--- src/rtl/pll_reset_sequencer_if.sv ---
// Control and status bundle for the PLL reset sequencer.
// slave: the sequencer itself. master: whatever drives the lock/requests and reads status.
interface pll_reset_sequencer_if;

    logic       pll_locked;
    logic       sw_reset_req;
    logic       clear_status;
    logic       core_rst_n;
    logic       periph_rst_n;
    logic       ready;
    logic [1:0] state;
    logic [7:0] lock_loss_count;
    logic       lock_lost_sticky;

    modport master (
        output pll_locked,
        output sw_reset_req,
        output clear_status,
        input  core_rst_n,
        input  periph_rst_n,
        input  ready,
        input  state,
        input  lock_loss_count,
        input  lock_lost_sticky
    );

    modport slave (
        input  pll_locked,
        input  sw_reset_req,
        input  clear_status,
        output core_rst_n,
        output periph_rst_n,
        output ready,
        output state,
        output lock_loss_count,
        output lock_lost_sticky
    );

endinterface

--- src/rtl/pll_reset_sequencer.sv ---
// PLL reset sequencer: waits for a stable synchronised lock, releases core
// reset, then peripheral reset after a gap. A filtered lock loss or a software
// request re-asserts both resets and restarts the sequence. Keeps a saturating
// lock-loss counter and a sticky loss flag.
module pll_reset_sequencer #(
    parameter int unsigned STABLE_CYCLES = 4096,
    parameter int unsigned STAGE_GAP     = 16,
    parameter int unsigned GLITCH_CYCLES = 4
) (
    input  logic                  clock,
    input  logic                  resetn,
    pll_reset_sequencer_if.slave  sq_if
);

    localparam int unsigned CNT_W  = 16;
    localparam int unsigned LOW_W  = 8;
    localparam int unsigned STAT_W = 8;

    localparam logic [CNT_W-1:0]  STABLE_LAST = CNT_W'(STABLE_CYCLES - 1);
    localparam logic [CNT_W-1:0]  GAP_LAST    = CNT_W'(STAGE_GAP - 1);
    localparam logic [LOW_W-1:0]  GLITCH_N    = LOW_W'(GLITCH_CYCLES);
    localparam logic [STAT_W-1:0] STAT_MAX    = {STAT_W{1'b1}};

    typedef enum logic [1:0] {
        ST_WAIT_LOCK = 2'd0,
        ST_STABILIZE = 2'd1,
        ST_RELEASE   = 2'd2,
        ST_RUN       = 2'd3
    } state_e;

    state_e              state_q,  state_d;
    logic [CNT_W-1:0]    cnt_q,    cnt_d;
    logic [LOW_W-1:0]    lowcnt_q, lowcnt_d;
    logic [STAT_W-1:0]   loss_count_q, loss_count_d;
    logic                sticky_q, sticky_d;
    logic                sync1_q, sync2_q;
    logic                core_rst_n_q, periph_rst_n_q, ready_q;

    logic                locked_s;
    logic                filter_on_c;
    logic                loss_event_c;
    logic [LOW_W-1:0]    lowcnt_inc_c;

    assign locked_s = sync2_q;

    // Two-flop synchroniser for the asynchronous PLL lock input.
    always_ff @(posedge clock) begin
        if (!resetn) begin
            sync1_q <= 1'b0;
            sync2_q <= 1'b0;
        end else begin
            sync1_q <= sq_if.pll_locked;
            sync2_q <= sync1_q;
        end
    end

    // Loss filter: only armed once core reset is released; an event is a full
    // run of GLITCH_CYCLES unlocked samples already accumulated in lowcnt_q.
    always_comb begin
        filter_on_c  = (state_q == ST_RELEASE) || (state_q == ST_RUN);
        loss_event_c = filter_on_c && (lowcnt_q >= GLITCH_N);
        if (locked_s) begin
            lowcnt_inc_c = '0;
        end else if (lowcnt_q == {LOW_W{1'b1}}) begin
            lowcnt_inc_c = lowcnt_q;
        end else begin
            lowcnt_inc_c = lowcnt_q + LOW_W'(1);
        end
    end

    // Next-state logic; priority is sw_reset_req > loss event > normal flow.
    always_comb begin
        state_d  = state_q;
        cnt_d    = cnt_q;
        lowcnt_d = '0;

        case (state_q)
            ST_WAIT_LOCK: begin
                cnt_d = '0;
                if (locked_s) begin
                    state_d = ST_STABILIZE;
                end
            end
            ST_STABILIZE: begin
                if (!locked_s) begin
                    state_d = ST_WAIT_LOCK;
                    cnt_d   = '0;
                end else if (cnt_q == STABLE_LAST) begin
                    state_d = ST_RELEASE;
                    cnt_d   = '0;
                end else begin
                    cnt_d = cnt_q + CNT_W'(1);
                end
            end
            ST_RELEASE: begin
                lowcnt_d = lowcnt_inc_c;
                if (cnt_q == GAP_LAST) begin
                    state_d = ST_RUN;
                    cnt_d   = '0;
                end else begin
                    cnt_d = cnt_q + CNT_W'(1);
                end
            end
            ST_RUN: begin
                lowcnt_d = lowcnt_inc_c;
                cnt_d    = '0;
            end
            default: begin
                state_d = ST_WAIT_LOCK;
                cnt_d   = '0;
            end
        endcase

        // The glitch count never carries across a state boundary.
        if (state_d != state_q) begin
            lowcnt_d = '0;
        end

        if (loss_event_c || sq_if.sw_reset_req) begin
            state_d  = ST_WAIT_LOCK;
            cnt_d    = '0;
            lowcnt_d = '0;
        end
    end

    // Status next-state: a loss event beats a simultaneous clear, restarting at 1.
    always_comb begin
        loss_count_d = loss_count_q;
        sticky_d     = sticky_q;
        if (loss_event_c) begin
            sticky_d = 1'b1;
            if (sq_if.clear_status) begin
                loss_count_d = STAT_W'(1);
            end else if (loss_count_q == STAT_MAX) begin
                loss_count_d = STAT_MAX;
            end else begin
                loss_count_d = loss_count_q + STAT_W'(1);
            end
        end else if (sq_if.clear_status) begin
            loss_count_d = '0;
            sticky_d     = 1'b0;
        end
    end

    // FSM, counters and registered outputs decoded from the upcoming state.
    always_ff @(posedge clock) begin
        if (!resetn) begin
            state_q        <= ST_WAIT_LOCK;
            cnt_q          <= '0;
            lowcnt_q       <= '0;
            loss_count_q   <= '0;
            sticky_q       <= 1'b0;
            core_rst_n_q   <= 1'b0;
            periph_rst_n_q <= 1'b0;
            ready_q        <= 1'b0;
        end else begin
            state_q        <= state_d;
            cnt_q          <= cnt_d;
            lowcnt_q       <= lowcnt_d;
            loss_count_q   <= loss_count_d;
            sticky_q       <= sticky_d;
            core_rst_n_q   <= (state_d == ST_RELEASE) || (state_d == ST_RUN);
            periph_rst_n_q <= (state_d == ST_RUN);
            ready_q        <= (state_d == ST_RUN);
        end
    end

    assign sq_if.core_rst_n       = core_rst_n_q;
    assign sq_if.periph_rst_n     = periph_rst_n_q;
    assign sq_if.ready            = ready_q;
    assign sq_if.state            = state_q;
    assign sq_if.lock_loss_count  = loss_count_q;
    assign sq_if.lock_lost_sticky = sticky_q;

endmodule

--- src/flat_wrapper.sv ---
// flat-port wrapper written by rule: the top's interface ports become plain ports
module pll_reset_sequencer_flat 
#(
    parameter int unsigned STABLE_CYCLES = 4096,
    parameter int unsigned STAGE_GAP     = 16,
    parameter int unsigned GLITCH_CYCLES = 4
)
  (clock, resetn, sq_if_pll_locked, sq_if_sw_reset_req, sq_if_clear_status, sq_if_core_rst_n, sq_if_periph_rst_n, sq_if_ready, sq_if_state, sq_if_lock_loss_count, sq_if_lock_lost_sticky);
  pll_reset_sequencer_if sq_if_i ();
  input  logic clock;
  input  logic resetn;
  input wire logic [$bits(sq_if_i.pll_locked)-1:0] sq_if_pll_locked;
  input wire logic [$bits(sq_if_i.sw_reset_req)-1:0] sq_if_sw_reset_req;
  input wire logic [$bits(sq_if_i.clear_status)-1:0] sq_if_clear_status;
  output wire logic [$bits(sq_if_i.core_rst_n)-1:0] sq_if_core_rst_n;
  output wire logic [$bits(sq_if_i.periph_rst_n)-1:0] sq_if_periph_rst_n;
  output wire logic [$bits(sq_if_i.ready)-1:0] sq_if_ready;
  output wire logic [$bits(sq_if_i.state)-1:0] sq_if_state;
  output wire logic [$bits(sq_if_i.lock_loss_count)-1:0] sq_if_lock_loss_count;
  output wire logic [$bits(sq_if_i.lock_lost_sticky)-1:0] sq_if_lock_lost_sticky;
  assign sq_if_i.pll_locked = sq_if_pll_locked;
  assign sq_if_i.sw_reset_req = sq_if_sw_reset_req;
  assign sq_if_i.clear_status = sq_if_clear_status;
  assign sq_if_core_rst_n = sq_if_i.core_rst_n;
  assign sq_if_periph_rst_n = sq_if_i.periph_rst_n;
  assign sq_if_ready = sq_if_i.ready;
  assign sq_if_state = sq_if_i.state;
  assign sq_if_lock_loss_count = sq_if_i.lock_loss_count;
  assign sq_if_lock_lost_sticky = sq_if_i.lock_lost_sticky;
  pll_reset_sequencer #(.STABLE_CYCLES(STABLE_CYCLES), .STAGE_GAP(STAGE_GAP), .GLITCH_CYCLES(GLITCH_CYCLES)) u_core (.clock(clock), .resetn(resetn), .sq_if(sq_if_i));
endmodule
--- config.mk ---
export PLATFORM = sky130hd
export DESIGN_NAME = pll_reset_sequencer_flat
export DESIGN_NICKNAME = d
export VERILOG_FILES = /design/src/rtl/pll_reset_sequencer_if.sv /design/src/rtl/pll_reset_sequencer.sv /design/src/flat_wrapper.sv
export SDC_FILE = /design/constraint.sdc
export NUM_CORES = 1
export LEC_CHECK = 0
export ABC_AREA = 0
export CORE_UTILIZATION = 50
export DETAILED_ROUTE_END_ITERATION = 8
export PLACE_DENSITY_LB_ADDON = 0.3
export RECOVER_POWER = 100
export SYNTH_ARGS = -nofsm -noshare
export SYNTH_HDL_FRONTEND = slang
export SYNTH_SLANG_ARGS = --single-unit
--- constraint.sdc ---
create_clock -name clock -period 5.3 [get_ports clock]
set_clock_uncertainty 0.15 [all_clocks]
set_input_delay 1.06 -clock clock [delete_from_list [all_inputs] [get_ports clock]]
set_output_delay 1.06 -clock clock [all_outputs]
set_load 0.01 [all_outputs]
Yosys cells after proc, flatten, opt, wreduce, memory -nomap -nowiden
Index checks and enable logic that the tools add are counted.
{"block": "word_totals", "ff_bits": 39, "in_bits": 5, "wordCells": 51}
{"block": "op_classes", "muxes": 16, "n_eq_ne": 10, "bitwise_logic": 2, "addsub": 3, "n_reduce_logical": 10, "order_cmp": 1}
{"op": "$mux W16", "n": 3}
{"op": "$pmux W16 S3", "n": 1}
{"op": "$mux W8", "n": 4}
{"op": "$add A16 B1 Y16 const B", "n": 1}
{"op": "$add A8 B1 Y8 const B", "n": 2}
{"op": "$eq A16 B12 Y1 const B", "n": 1}
{"op": "$eq A16 B4 Y1 const B", "n": 1}
{"op": "$eq A8 B8 Y1 const B", "n": 2}
{"op": "$mux W2", "n": 5}
{"op": "$eq A2 B2 Y1 const B", "n": 4}
{"op": "$ge A8 B3 Y1 const B", "n": 1}
{"op": "$pmux W2 S3", "n": 1}
{"op": "$reduce_or A2 Y1", "n": 3}
{"op": "$reduce_or A5 Y1", "n": 1}
{"op": "$logic_or A1 B1 Y1", "n": 3}
{"op": "$eq A2 B1 Y1 const B", "n": 1}
{"op": "$logic_not A2 Y1", "n": 1}
{"op": "$mux W1", "n": 2}
{"op": "$ne A2 B2 Y1", "n": 1}
{"op": "$not A1 Y1", "n": 2}
{"op": "$reduce_bool A2 Y1", "n": 1}
{"op": "$logic_and A1 B1 Y1", "n": 1}

Depth between registers and ports, before layout
Gate-level depths: netlist of the first run.
{"block": "depth", "depth_word": 7, "depth_mapped": 6, "ltp_nobuf": 5}

Worst setup path after synthesis of the first run
OpenSTA, ideal clock, no wires.
{"block": "synth_timing", "path_kind": "reg2reg", "start": "register u_core.cnt_q[12]", "end": "register u_core.cnt_q[10]", "t_required_ns": 5.018, "arrival_time_ns": 1.825, "setup_slack_ns": 3.193, "path_stages_with_launch": 6, "path_cell_list": "dfxtp_1 > or4_4 > or4_4 > a2bb2oi_4 > buf_6 > nor3_1"}
{"block": "synth_via", "elab_chain_cells": 4}
{"item": "from (decl)", "line": "pll_reset_sequencer.sv:32", "source": "logic [CNT_W-1:0] cnt_q, cnt_d;"}
{"item": "from (signal assigned)", "line": "pll_reset_sequencer.sv:158", "source": "cnt_q <= cnt_d;"}
{"item": "$eq A16 B12 Y1", "line": "pll_reset_sequencer.sv:88", "source": "end else if (cnt_q == STABLE_LAST) begin"}
{"item": "$mux W16", "line": "pll_reset_sequencer.sv:88"}
{"item": "$mux W16", "line": "pll_reset_sequencer.sv:85", "source": "if (!locked_s) begin"}
{"item": "$pmux W16 S3 *", "line": "pll_reset_sequencer.sv:77", "source": "case (state_q)"}
Mark *: on every way between the ends. The rest lies on a longest branch, timed or not.
A chain may end at the register's enable or synchronous reset.

Worst setup path in the final report of the first run
{"block": "layout_timing", "start": "register u_core.cnt_q[0]", "end": "register u_core.cnt_q[1]"}
{"block": "layout_via", "elab_chain_cells": 4}
{"item": "$add A16 B1 Y16 / $eq A16 B12 Y1 (equally long branches)", "line": "pll_reset_sequencer.sv:92, pll_reset_sequencer.sv:101, pll_reset_sequencer.sv:88"}
{"item": "$mux W16", "line": "pll_reset_sequencer.sv:88"}
{"item": "$mux W16", "line": "pll_reset_sequencer.sv:85"}
{"item": "$pmux W16 S3 *", "line": "pll_reset_sequencer.sv:77"}
Marks and branches as above.

==> metrics.txt, run 1 <==
number of synthesized flops with an enable pin=0; endpoint class of the critical path=flop; Iter 0 DRT Violations=80; setup violators final=0; worst path required time=5.35 ns; top_reg_cell synth=dfxtp_1; Final period util=0.5609; Async SR Flop Fraction=0; Area growth syn-to-layout=15.92%; post-layout min period=2.973 ns; setup TNS=0 ns; count leader, synth=dfxtp_1; synthesized netlist cell count=179; via count=1383; largest family of logic cells by synthesized area=simple AND/OR/NAND/NOR gates; IO Pins=19; die height=60.00 um; Cell Pwr Density=240.4 nW/um^2; Fmax=336.4 MHz; unrepaired setup endpoints after global routing=no; outcome=finished, final reports clean; vias in the first global route=1283; WHS Path Cells=1; Die ar.=3599 um^2; number of remaining DRC errors=0; Static Leak=0.6875 nW; Detailed Place HPWL=2.526 mm; Hold Fails Final Rpt=0; # Post-CTS Setup Buffers=0; Final Max Tran Viols=0; post-route ant nets=0; Initial Utilization=0.5376; drt wl/cell=13.48 um; Reg clk slew, reported paths=0.13 ns; core area=3128 um^2; reg2reg setup slack=2.33 ns; worst r2r src=u_core.cnt_q[0]; Max Buffers Root-to-Sink=2; PostCTS Resize Cnt=0; PortBufs=18; synth warn=0; worst-case reg-to-reg path depth=5; grt ovf=0; top cells by count, synth=dfxtp_1, nor3_1, nor2_1; Clock Tree Root=clkbuf_4; slew margin rel.=0.1664; Worst Path Max Fanout=16; number of CTS-inserted buffers=5; Vias/cell=5.532; # diodes=0; CTS tree=built; crit path from=u_core.cnt_q[0]; Setup crit end=u_core.cnt_q[1]; dpl cells=242; Synth Area in XOR/XNOR=0.07812; post-synthesis cell area=1682 um^2; first-pass iteration count of the detailed router=4; critical path arrival=3.02 ns; layout cells sized above 1=0.05340; Post-Synth Adder-Cell Area=0.02976; Synth area leader=dfxtp_1; hold slack=0.3140 ns; Routed Wire Length=3.371 mm; GRT Resource Usage Total=0.2095; top area cells in the synthesized netlist=dfxtp_1, nor3_1, xnor2_1; final std cells w/o fill=250; IR drop worst, VDD=0.0001884 V; NumNets Final=214; Synth Area in Compound Gates=0.09970; Synth top area share=0.4643; routability cong.=0.8219; startpoint types=flop; H-Tree Depth=2; count of state elements after synthesis=39; hold buffers post-CTS=0; library cells used by synthesis=41; max_cap viols=0; initial antenna violation count=0; syn_area_per_cell=9.394 um^2; kind of critical path=flop to flop; largest net degree at the start of global routing=19; Seq/Total Area, Yosys=0.4643; mux contribution to synthesized area=0.005952; clock latency on the worst-skew pair=0.36 ns; Worst-Margin Slew=1.246 ns; worst reg2reg endpoint=u_core.cnt_q[1]; number of core rows=20; Hold Path Class=flop to flop; Sink Count=39; global-route wire length before repair=5.547 mm; simple-gate share of the synthesized area=0.2909; Die X=60.00 um
## worst min path at each step
| stage | start | to | slack [ns] |
|---|---|---|---|
| 6_report | u_core.sync1_q | u_core.locked_s | 0.31 |
| 2_1_floorplan | u_core.sync1_q | u_core.locked_s | 0.26 |
| 5_1_grt | u_core.sync1_q | u_core.locked_s | 0.33 |
| 3_5_place_dp | u_core.sync1_q | u_core.locked_s | 0.29 |
| 3_3_place_gp | u_core.sync1_q | u_core.locked_s | 0.28 |
| 4_1_cts | u_core.sync1_q | u_core.locked_s | 0.32 |
## power by group
group | total [W] | internal, W | switching [W]
logic | 0.0000108 | 0.00000446 | 0.00000632
clock network | 0.000160 | 0.0000531 | 0.000107
registers | 0.000298 | 0.000296 | 0.00000157
total | 0.000469 | 0.000354 | 0.000115
## final cells by class
class | instances | area, um^2
clock buffers | 5 | 37.54
clock inverters | 3 | 23.77
fillers | 266 | 1179
inverters | 7 | 26.28
multi-input cells | 134 | 845.8
flip-flops and latches | 39 | 780.7
well taps | 44 | 55.05
repair buffers | 18 | 180.2
## per-stage QoR
step,power [W],worst slack (ns),util,area [um^2]
5_1_grt,0.0004826,2.063,0.6232,1949
6_report,0.0004687,2.327,0.6232,1949
3_3_place_gp,0.0003147,2.662,0.6104,1909
4_1_cts,0.0004707,2.638,0.6300,1971
3_5_place_dp,0.0003151,2.590,0.6104,1909
2_1_floorplan,0.0003096,3.193,-,1697
## sequential cells by signal, indices dropped and copies added, names as in the netlist
| signal | cells |
|---|---|
| u_core.cnt_q | 16 |
| u_core.locked_s | 1 |
| u_core.lowcnt_q | 8 |
| u_core.sq_if.core_rst_n | 1 |
| u_core.sq_if.lock_loss_count | 8 |
| u_core.sq_if.lock_lost_sticky | 1 |
| u_core.sq_if.ready | 1 |
| u_core.sq_if.state | 2 |
| u_core.sync1_q | 1 |
## metal layers
metal	track usage	up-vias	share of wire
met2	0.3683	32	0.51
met4	0.06312	0	0.010
met3	0.05195	2	0.035
met5	0	-	0
li1	-	699	-
met1	0.2500	650	0.45
## cell families (layout without fill, tap and decap cells)
| family | Yosys count | after routing |
|---|---|---|
| AO/OA/AOI/OAI | 21 | 21 |
| buffers and inverters | 10 | 33 |
| multiplexers | 1 | 1 |
| adder cells (fa/ha/maj) | 4 | 4 |
| other | 1 | 5 |
| flip-flops | 39 | 39 |
| AND/OR/NAND/NOR | 88 | 88 |
| XOR/XNOR | 15 | 15 |
## cells in the final DEF, fill, tap and decap left out, types with 4 or more instances in the layout
master and count:
nand4_1 6, ha_1 4, nor2b_1 4, xnor2_1 14, nand2_1 7, clkbuf_4 5, conb_1 5, and4_1 4
inv_1 7, dfxtp_1 39, nor2_1 15, dlygate4sd3_1 15, nor3_1 27, nor4_1 4, a31oi_1 6, nand3_1 7
## worst max-delay path, cell delays in order, from the launching register on
cell	delay, ns
dfxtp_1	0.39
ha_1	0.21
nand3_1	0.29
or4_1	0.65
a2bb2oi_1	1.00
nor3b_1	0.13
Power figures use the tool's default switching activity.
==> run 2: changes to the inputs <==
--- a/config.mk
+++ b/config.mk
@@ -6,7 +6,7 @@
 export NUM_CORES = 1
 export LEC_CHECK = 0
 export ABC_AREA = 0
-export CORE_UTILIZATION = 50
+export CORE_UTILIZATION = 49
 export DETAILED_ROUTE_END_ITERATION = 8
 export PLACE_DENSITY_LB_ADDON = 0.3
 export RECOVER_POWER = 100
==> constraint.sdc (replaced) <==
create_clock -name clock -period 2.42 [get_ports clock]
set_clock_uncertainty 0.15 [all_clocks]
set_input_delay 0.484 -clock clock [delete_from_list [all_inputs] [get_ports clock]]
set_output_delay 0.484 -clock clock [all_outputs]
set_load 0.01 [all_outputs]
==> run 2 against run 1 <==
Compared with the run above: sequential share of layout area fell by 1.3 points; final cell count rose by 1.2%; non-clock buffer count rose by 3; die area rose by 2.0%; final area rose by 3.3%; combinational power rose by 120%; total power rose by 140%; clock power rose to 2.9 times the previous value; critical path type unchanged; critical endpoint is now u_core.cnt_q[3]; largest cell class unchanged.
==> metrics.txt, run 2 (same netlist as run 1, synthesis figures left out) <==
initial antenna violation count=0; largest net degree at the start of global routing=19; GRT Resource Usage Total=0.2092; post-layout min period=2.270 ns; CTS tree=built; reg2reg setup slack=0.15 ns; drt wl/cell=13.57 um; first-pass iteration count of the detailed router=4; Cell Pwr Density=562.6 nW/um^2; Biggest register=u_core.cnt_q; Worst Path Max Fanout=16; CP max stage cell=or4_4; Hold Fails Final Rpt=0; critical path arrival=2.34 ns; number of core rows=20; Int Pwr=0.0009023 W; endpoint class of the critical path=flop; Iter 0 DRT Violations=75; routability cong.=0.7800; setup violators final=0; most frequent cells in the layout=dfxtp_1, nor3_1, nor2_1, dlygate4sd3_1, xnor2_1; Worst-Margin Slew=0.8741 ns; unrepaired setup endpoints after global routing=no; Largest register FFs=16; worst r2r src=u_core.cnt_q[12]; CP delay by family, top=simple AND/OR/NAND/NOR gates; number of remaining DRC errors=0; kind of critical path=flop to flop; Reg clk slew, reported paths=0.11 ns; post-route ant nets=0; startpoint types=flop; Clk pwr share=0.404; commonest non-fill, non-tap cell in the layout=dfxtp_1; global-route wire length before repair=5.568 mm; core area=3153 um^2; clock latency on the worst-skew pair=0.35 ns; worst-case reg-to-reg path depth=4; Die X=60.58 um; Most Frequent Cell on Critical Path=or4_4; Vias/cell=5.573; outcome=finished, final reports clean; PostCTS Resize Cnt=0; WP buf/inv=0; IO Pins=19; die height=60.58 um; layout cells sized above 1=0.06699; setup TNS=0 ns; Area growth syn-to-layout=19.79%; slew margin rel.=0.4121; Fmax=440.5 MHz; NumNets Final=217; Hold Crit Start=u_core.sync1_q; worst path required time=2.49 ns; Final period util=0.9380; Final Max Tran Viols=0; grt ovf=0; number of CTS-inserted buffers=5; # Post-CTS Setup Buffers=0; PortBufs=18; Static Leak=0.7227 nW; Reg power frac=0.575; hold slack=0.3105 ns; Psw=0.0002310 W; WHS Path Cells=1; worst reg2reg endpoint=u_core.cnt_q[3]; # diodes=0; combinational group share of total power=0.021; Die ar.=3670 um^2; Clock Tree Root=clkbuf_4; Routed Wire Length=3.432 mm; WHS Endpoint=u_core.locked_s; crit-path max cell delay=0.56 ns; hold buffers post-CTS=0; IR drop worst, VDD=0.0003566 V; vias in the first global route=1323; H-Tree Depth=2; Initial Utilization=0.5333; Hold Path Class=flop to flop; via count=1410; Net Sw Frac=0.2038; max_cap viols=0; cell breakdown of the critical path=or4_4 > or4_4 > a2bb2oi_4 > nor3_1; Max Buffers Root-to-Sink=2; Detailed Place HPWL=2.472 mm; Sink Count=39
## run 2: area by class of cell
class | instances | area (um^2)
clock buffers | 6 | 51.30
clock inverters | 2 | 35.03
fillers | 272 | 1139
inverters | 7 | 26.28
multi-input cells | 134 | 867.1
flip-flops and latches | 39 | 780.7
well taps | 44 | 55.05
repair buffers | 21 | 198.9
## run 2: power by group through the flow
stage	logic (W)	registers [W]	clock network (W)
after floorplan	0.0000127	0.000665	0
final	0.0000242	0.000652	0.000458
after CTS	0.0000250	0.000652	0.000464
after global routing	0.0000273	0.000653	0.000486
after detailed placement	0.0000247	0.000666	0
after global placement	0.0000240	0.000666	0
## run 2: worst max-delay path by stage
stage                          start          endpoint  slack (ns)  cells past startpoint
floorplan           u_core.cnt_q[12]  u_core.cnt_q[10]        0.31                      5
global placement    u_core.cnt_q[12]   u_core.cnt_q[1]        0.25                      4
detailed placement  u_core.cnt_q[12]   u_core.cnt_q[3]        0.17                      4
CTS                 u_core.cnt_q[12]   u_core.cnt_q[3]        0.15                      4
global route        u_core.cnt_q[12]   u_core.cnt_q[3]        0.05                      4
finish              u_core.cnt_q[12]   u_core.cnt_q[3]        0.15                      4
## run 2: layer usage
metal / up-vias / global-route usage / wire (um)
li1: 705 / - / -
met1: 657 / 0.2393 / 1508
met2: 44 / 0.3485 / 1716
met3: 4 / 0.06823 / 174
met4: 0 / 0.1104 / 33
met5: - / 0 / 0
## run 2: metrics by stage
step                setup WS (ns)  utilization  instance area (um^2)  std cells  power [W]
floorplan                  0.3134            -                  1697        183  0.0006780
global placement           0.2470       0.6127                  1932        245  0.0006898
detailed placement         0.1656       0.6127                  1932        245  0.0006908
CTS                        0.1519       0.6401                  2018        253   0.001141
global route              0.04862       0.6389                  2014        253   0.001166
finish                     0.1500       0.6389                  2014        253   0.001133
## run 2: worst register-to-register path, delay by kind of cell (launching register included)
family,cells,cell delay (ns)
simple gates,3,1.22
compound gates,1,0.40
flops,1,0.37
